===== src/rtl/cpu_pkg.sv =====
// Shared CPU definitions: default datapath widths, the fault instruction,
// and the fetch-stage state encoding.
package cpu_pkg;
  localparam int ADDR_W_DEF = 32;
  localparam int DATA_W_DEF = 32;
  localparam logic [31:0] NOP_INSTR_DEF = 32'h0000_0000;

  typedef enum logic [1:0] {
    REQ  = 2'd0,
    WAIT = 2'd1,
    HOLD = 2'd2,
    DROP = 2'd3
  } fetch_state_t;
endpackage


===== src/rtl/fetch_timeout_ctr.sv =====
// Cycle counter for an outstanding fetch; expired is high in the cycle
// where the count reaches TIMEOUT-1.
module fetch_timeout_ctr #(
  parameter int TIMEOUT = 64
) (
  input  logic clock,
  input  logic rst,
  input  logic clear,
  input  logic enable,
  output logic expired
);
  localparam int W = $clog2(TIMEOUT);

  logic [W-1:0] count;

  always_ff @(posedge clock) begin
    if (rst || clear) count <= '0;
    else if (enable)  count <= count + W'(1);
  end

  assign expired = (count == W'(TIMEOUT - 1));
endmodule


===== src/rtl/fetch_unit.sv =====
// Instruction-fetch stage: issues one imem request per PC, holds the IF/ID
// payload under stall, and drops in-flight fetches on a redirect.
module fetch_unit
  import cpu_pkg::*;
#(
  parameter int                 ADDR_W    = ADDR_W_DEF,
  parameter int                 DATA_W    = DATA_W_DEF,
  parameter logic [DATA_W-1:0]  NOP_INSTR = DATA_W'(NOP_INSTR_DEF),
  parameter int                 TIMEOUT   = 64
) (
  input  logic              clock,
  input  logic              rst,
  input  logic [ADDR_W-1:0] pc_in,
  input  logic              flush,
  input  logic              stall,
  output logic [ADDR_W-1:0] pc_incr,
  output logic              pc_we,
  output logic              imem_req_valid,
  input  logic              imem_req_ready,
  output logic [ADDR_W-1:0] imem_req_addr,
  input  logic              imem_resp_valid,
  input  logic [DATA_W-1:0] imem_resp_data,
  output logic              if_valid,
  output logic [DATA_W-1:0] if_instr,
  output logic [ADDR_W-1:0] if_pc,
  output logic [ADDR_W-1:0] if_pc_incr,
  output logic              if_fault,
  output logic [1:0]        dbg_state
);
  // Handshake: a request transfers on the cycle where imem_req_valid and
  // imem_req_ready are both high; valid never depends on ready. Responses are
  // single-cycle pulses with no backpressure and arrive in request order.
  fetch_state_t      state, state_next;
  logic [ADDR_W-1:0] fetch_pc;
  logic              drop_pend;
  logic              misaligned, handshake, expired;
  logic              resp_take, timeout_fault;

  assign misaligned = (pc_in[1:0] != 2'b00);
  assign handshake  = imem_req_valid && imem_req_ready;
  // drop_pend marks a response still owed for a fetch that already timed out
  assign resp_take     = (state == WAIT) && !flush && imem_resp_valid && !drop_pend;
  assign timeout_fault = (state == WAIT) && !flush && expired &&
                         !(imem_resp_valid && !drop_pend);

  fetch_timeout_ctr #(.TIMEOUT(TIMEOUT)) u_timeout (
    .clock   (clock),
    .rst     (rst),
    .clear   (state != WAIT),
    .enable  (state == WAIT),
    .expired (expired)
  );

  always_ff @(posedge clock) begin
    if (rst) state <= REQ;
    else     state <= state_next;
  end

  always_comb begin
    state_next = state;
    unique case (state)
      REQ: begin
        if (flush)           state_next = handshake ? DROP : REQ;
        else if (misaligned) state_next = HOLD;
        else if (handshake)  state_next = WAIT;
      end
      WAIT: begin
        if (flush)              state_next = (imem_resp_valid && !drop_pend) ? REQ : DROP;
        else if (resp_take)     state_next = HOLD;
        else if (timeout_fault) state_next = HOLD;
      end
      HOLD: begin
        if (flush || !stall) state_next = REQ;
      end
      DROP: begin
        if (imem_resp_valid && !drop_pend) state_next = REQ;
      end
      default: state_next = REQ;
    endcase
  end

  always_comb begin
    imem_req_valid = !rst && (state == REQ) && !misaligned;
    imem_req_addr  = pc_in;
    pc_we          = !rst && (flush || ((state == HOLD) && !stall));
    pc_incr        = pc_in + ADDR_W'(4);
    dbg_state      = state;
  end

  always_ff @(posedge clock) begin
    if (rst) begin
      fetch_pc  <= '0;
      drop_pend <= 1'b0;
    end else begin
      if (handshake) fetch_pc <= pc_in;
      if (timeout_fault)        drop_pend <= 1'b1;
      else if (imem_resp_valid) drop_pend <= 1'b0;
    end
  end

  always_ff @(posedge clock) begin
    if (rst) begin
      if_valid   <= 1'b0;
      if_fault   <= 1'b0;
      if_instr   <= '0;
      if_pc      <= '0;
      if_pc_incr <= '0;
    end else if (flush) begin
      if_valid <= 1'b0;
      if_fault <= 1'b0;
    end else if ((state == REQ) && misaligned) begin
      if_valid   <= 1'b1;
      if_fault   <= 1'b1;
      if_instr   <= NOP_INSTR;
      if_pc      <= pc_in;
      if_pc_incr <= pc_in + ADDR_W'(4);
    end else if (resp_take) begin
      if_valid   <= 1'b1;
      if_fault   <= 1'b0;
      if_instr   <= imem_resp_data;
      if_pc      <= fetch_pc;
      if_pc_incr <= fetch_pc + ADDR_W'(4);
    end else if (timeout_fault) begin
      if_valid   <= 1'b1;
      if_fault   <= 1'b1;
      if_instr   <= NOP_INSTR;
      if_pc      <= fetch_pc;
      if_pc_incr <= fetch_pc + ADDR_W'(4);
    end else if ((state == HOLD) && !stall) begin
      if_valid <= 1'b0;
      if_fault <= 1'b0;
    end
  end
endmodule


===== config.mk =====
export PLATFORM = sky130hd
export DESIGN_NAME = fetch_unit
export DESIGN_NICKNAME = d
export VERILOG_FILES = /design/src/rtl/cpu_pkg.sv /design/src/rtl/fetch_timeout_ctr.sv /design/src/rtl/fetch_unit.sv
export SDC_FILE = /design/constraint.sdc
export NUM_CORES = 1
export LEC_CHECK = 0
export ABC_AREA = 1
export CORE_UTILIZATION = 45
export CTS_CLUSTER_DIAMETER = 120
export DETAILED_ROUTE_END_ITERATION = 6
export MAX_ROUTING_LAYER = met4
export PLACE_DENSITY = 0.78
export SLEW_MARGIN = 20
export SYNTH_ARGS = -nofsm -noshare
export SYNTH_HDL_FRONTEND = slang
export SYNTH_HIERARCHICAL = 1
export SYNTH_SLANG_ARGS = --single-unit

===== constraint.sdc =====
create_clock -name clock -period 3.6 [get_ports clock]
set_input_delay 0.54 -clock clock [delete_from_list [all_inputs] [get_ports clock]]
set_output_delay 0.54 -clock clock [all_outputs]
set_load 0.01 [all_outputs]

==> impl_metrics.ini <==
[drt]
met1_length_um = 9990
postRouteAntennaNets = 0
wl_met2_um = 11200
vias = 7772
drt_iter0_markers = 583
wl_met3_um = 1710
drc_errors = 0
first_pass_iters = 5
routed_wl_um = 23500
routed.top_layer = met4
wire_per_inst_um = 15.7
vias_per_cell = 5.20

[critical_path]
critPathArrivalTime_ps = 2940
cp_num_buf_inv = 2
startpoint = pc_in[2]
slowest_delay_ps = 580
crit_chain = clkdlybuf4s50_1 -> ha_1 -> nand2_1 -> nor2_4 -> nand2_1 -> nor2_1 -> xor2_1 -> clkdlybuf4s50_1
cp-end-kind = primary output
criticalPathCategory = in -> out
worstPathRequired_ps = 3060
cpLargestDelayFamily = buffers and inverters
worstPathMaxFanout = 5
reg2reg_depth = 10
reg2reg_to = if_pc[15]$_SDFFE_PP0P_
reg2reg_from = u_timeout/count[0]$_SDFFE_PP0P_
crit_path_top_delay_cell = clkdlybuf4s50_1
path_depth = 8
crit_end = pc_incr[16]
reg2reg_setup_slack_ps = 1170
startpoint_type = input pin

[clock_tree]
clock_path_buffers = 2
htree_num_levels = 4
ctsHoldBuffers = 0
cts_sinks = 137
clk_pin_slew_ps = 60
cts_setup_buffers = 0
cts_tree = yes
cts.repair.resized = 0
worstSkewPairLatency_ps = 430
cts_inserted_buffers = 17
root_buffer = clkbuf_16

[logic_synthesis]
ys_seq_area_frac = 0.373
synth_fp_nets = 1166
synth_seq_cells = 137
synth-xor-area-share = 0.0334
synth_compound_area_frac = 0.158
yosys.area_share.simple = 0.319
synth_fa_ha_area_frac = 0.00511
syn_area_um2 = 7350
synth_cell_types = 36
ys_warn_count = 6
avgSynthCellArea_um2 = 6.72
synth_top_family_by_area = simple AND/OR/NAND/NOR gates
muxShareOfSynthArea = 0
synth_cells = 1093

[timing]
grt_setup_unrepaired = false
hold_viol = 0
clock.fmax_mhz = 287
finalClockSkew_ps = 9.71
whs_ps = 370
setup_tns_ps = 0
drv_slew = 0
slew-limit-headroom = 0.352
period_share = 0.967
worst_slew_pin_slew_ps = 971
setup_viol = 0
min_period_ps = 3480

[die]
row_count = 46
die_x_um = 130
core_area_um2 = 15900
ios = 236
die_h_um = 130
start_util = 0.462
die_area_um2 = 16800

[global_routing]
grt_pass1_vias = 7030
grt_pass1_wl_um = 36200
antenna_found_initial = 0
gr-usage-all-layers = 0.287
grt_overflow = 0
grt_max_degree = 76

[placed_design]
gp_congestion = 0.946
dp_hpwl_um = 16300
placed_area_um2 = 9470
io_buffers = 235

[flow_run]
cap_viol_max_count = 0

[hold_path]
min_path_type = in -> reg

[power]
powerDensity_nw_per_um2 = 468
p_leak_nw = 3.79
ir_worst_vdd_uv = 362

[final_layout]
diodes = 0
area_growth_pct = 37.3
layout.nets = 1339
mostFrequentLayoutCells = 315 x nand2_1, 234 x clkdlybuf4s50_1, 137 x dfxtp_1, 133 x nor2_1, 81 x a21oi_1
drive_above_1_share = 0.0665
fin_area_um2 = 10100
fillers = 1470
final_common_cell = nand2_1
multi_input_area_um2 = 3790
register_area_um2 = 2740

[run_status]
run_status = completed
==> registers in the layout, summed over array words and instances, names as in the netlist <==
signal,cells
drop_pend,1
if_fault,1
if_instr,32
u_timeout/count,6
if_pc_incr,30
if_valid,1
fetch_pc,32
if_pc,32
dbg_state,2
==> cells by family (layout without fill, tap and decap cells) <==
logic type                 Yosys count  in the layout
AOI/OAI and AO/OA                  212            212
xor gates and xnor gates            28             28
and+or+nand+nor                    557            557
buffers and inverters              156            342
DFF                                137            137
adders and majority gates            3              3
==> worst min-delay path by stage <==
stage                     slack [ps]  depth (start not counted)                         end                      from
after floorplan                  420                          2    fetch_pc[1]$_SDFFE_PP0P_  fetch_pc[1]$_SDFFE_PP0P_
after global placement           430                          2    fetch_pc[0]$_SDFFE_PP0P_  fetch_pc[0]$_SDFFE_PP0P_
after detailed placement         440                          2    fetch_pc[0]$_SDFFE_PP0P_  fetch_pc[0]$_SDFFE_PP0P_
after CTS                        360                          2  if_pc_incr[5]$_SDFFE_PP0P_                       rst
after global routing             370                          2  if_pc_incr[5]$_SDFFE_PP0P_                       rst
final                            370                          2  if_pc_incr[4]$_SDFFE_PP0P_                       rst
==> metal layers <==
layer,global-route usage,up-vias
li1,-,3862
met1,0.359,3504
met2,0.454,352
met3,0.0607,54
met4,0.111,0
met5,-,-
==> worst register-to-register path, delay by kind of cell (launching register included) <==
kind	cells	cell delay (ps)
compound gates	3	450
flops	1	390
buf+inv	2	730
fa+ha+maj	1	190
simple gates	4	580
==> cell usage after synthesis <==
library cell | count | area [um2]
clkbuf_1 | 28 | 105
buf_6 | 8 | 90.1
o21ai_1 | 8 | 40.0
nand3b_1 | 6 | 45.0
inv_2 | 4 | 15.0
dfxtp_1 | 137 | 2740
xor2_1 | 23 | 201
nor2_2 | 11 | 68.8
or2_0 | 1 | 6.26
a21oi_1 | 81 | 405
inv_1 | 62 | 233
a211oi_2 | 1 | 12.5
a21oi_2 | 8 | 70.1
xnor2_1 | 5 | 43.8
ha_1 | 3 | 37.5
or2_2 | 2 | 12.5
buf_1 | 2 | 7.51
nor2_1 | 133 | 499
nand4_1 | 10 | 62.6
nand2_4 | 1 | 11.3
nor3_1 | 4 | 20.0
a31oi_1 | 32 | 200
a22oi_1 | 3 | 22.5
a311oi_1 | 1 | 8.76
a211oi_1 | 2 | 15.0
nand2_2 | 6 | 37.5
buf_4 | 42 | 315
inv_4 | 1 | 6.26
a21boi_0 | 1 | 7.51
buf_2 | 9 | 45.0
and2_1 | 5 | 31.3
o21ai_2 | 1 | 8.76
nor2_4 | 8 | 90.1
nand2_1 | 315 | 1180
nand3_1 | 55 | 275
o21ai_0 | 74 | 370
==> per-stage QoR <==
stage               std cells  worst slack [ps]  power [W]  utilization
floorplan                1093              1580    0.00241            -
global placement         1463               288    0.00291        0.596
detailed placement       1463               214    0.00292        0.596
CTS                      1495               191    0.00473        0.635
global route             1495              67.5    0.00492        0.635
finish                   1495               119    0.00472        0.635
==> final cells by class <==
cell class | instances | area share
flip-flops and latches | 137 | 0.272
clock inverters | 14 | 0.0171
well taps | 216 | 0.0268
clock buffers | 18 | 0.0435
repair buffers | 243 | 0.240
multi-input cells | 800 | 0.375
inverters | 67 | 0.0252
==> where the power goes <==
part	total (W)	switching (W)	leakage (nW)	internal, W
clock network	0.00182	0.000715	0.285	0.00111
registers	0.00173	0.0000865	1.12	0.00164
logic	0.00116	0.000654	2.39	0.000509
Power figures use the tool's default switching activity.
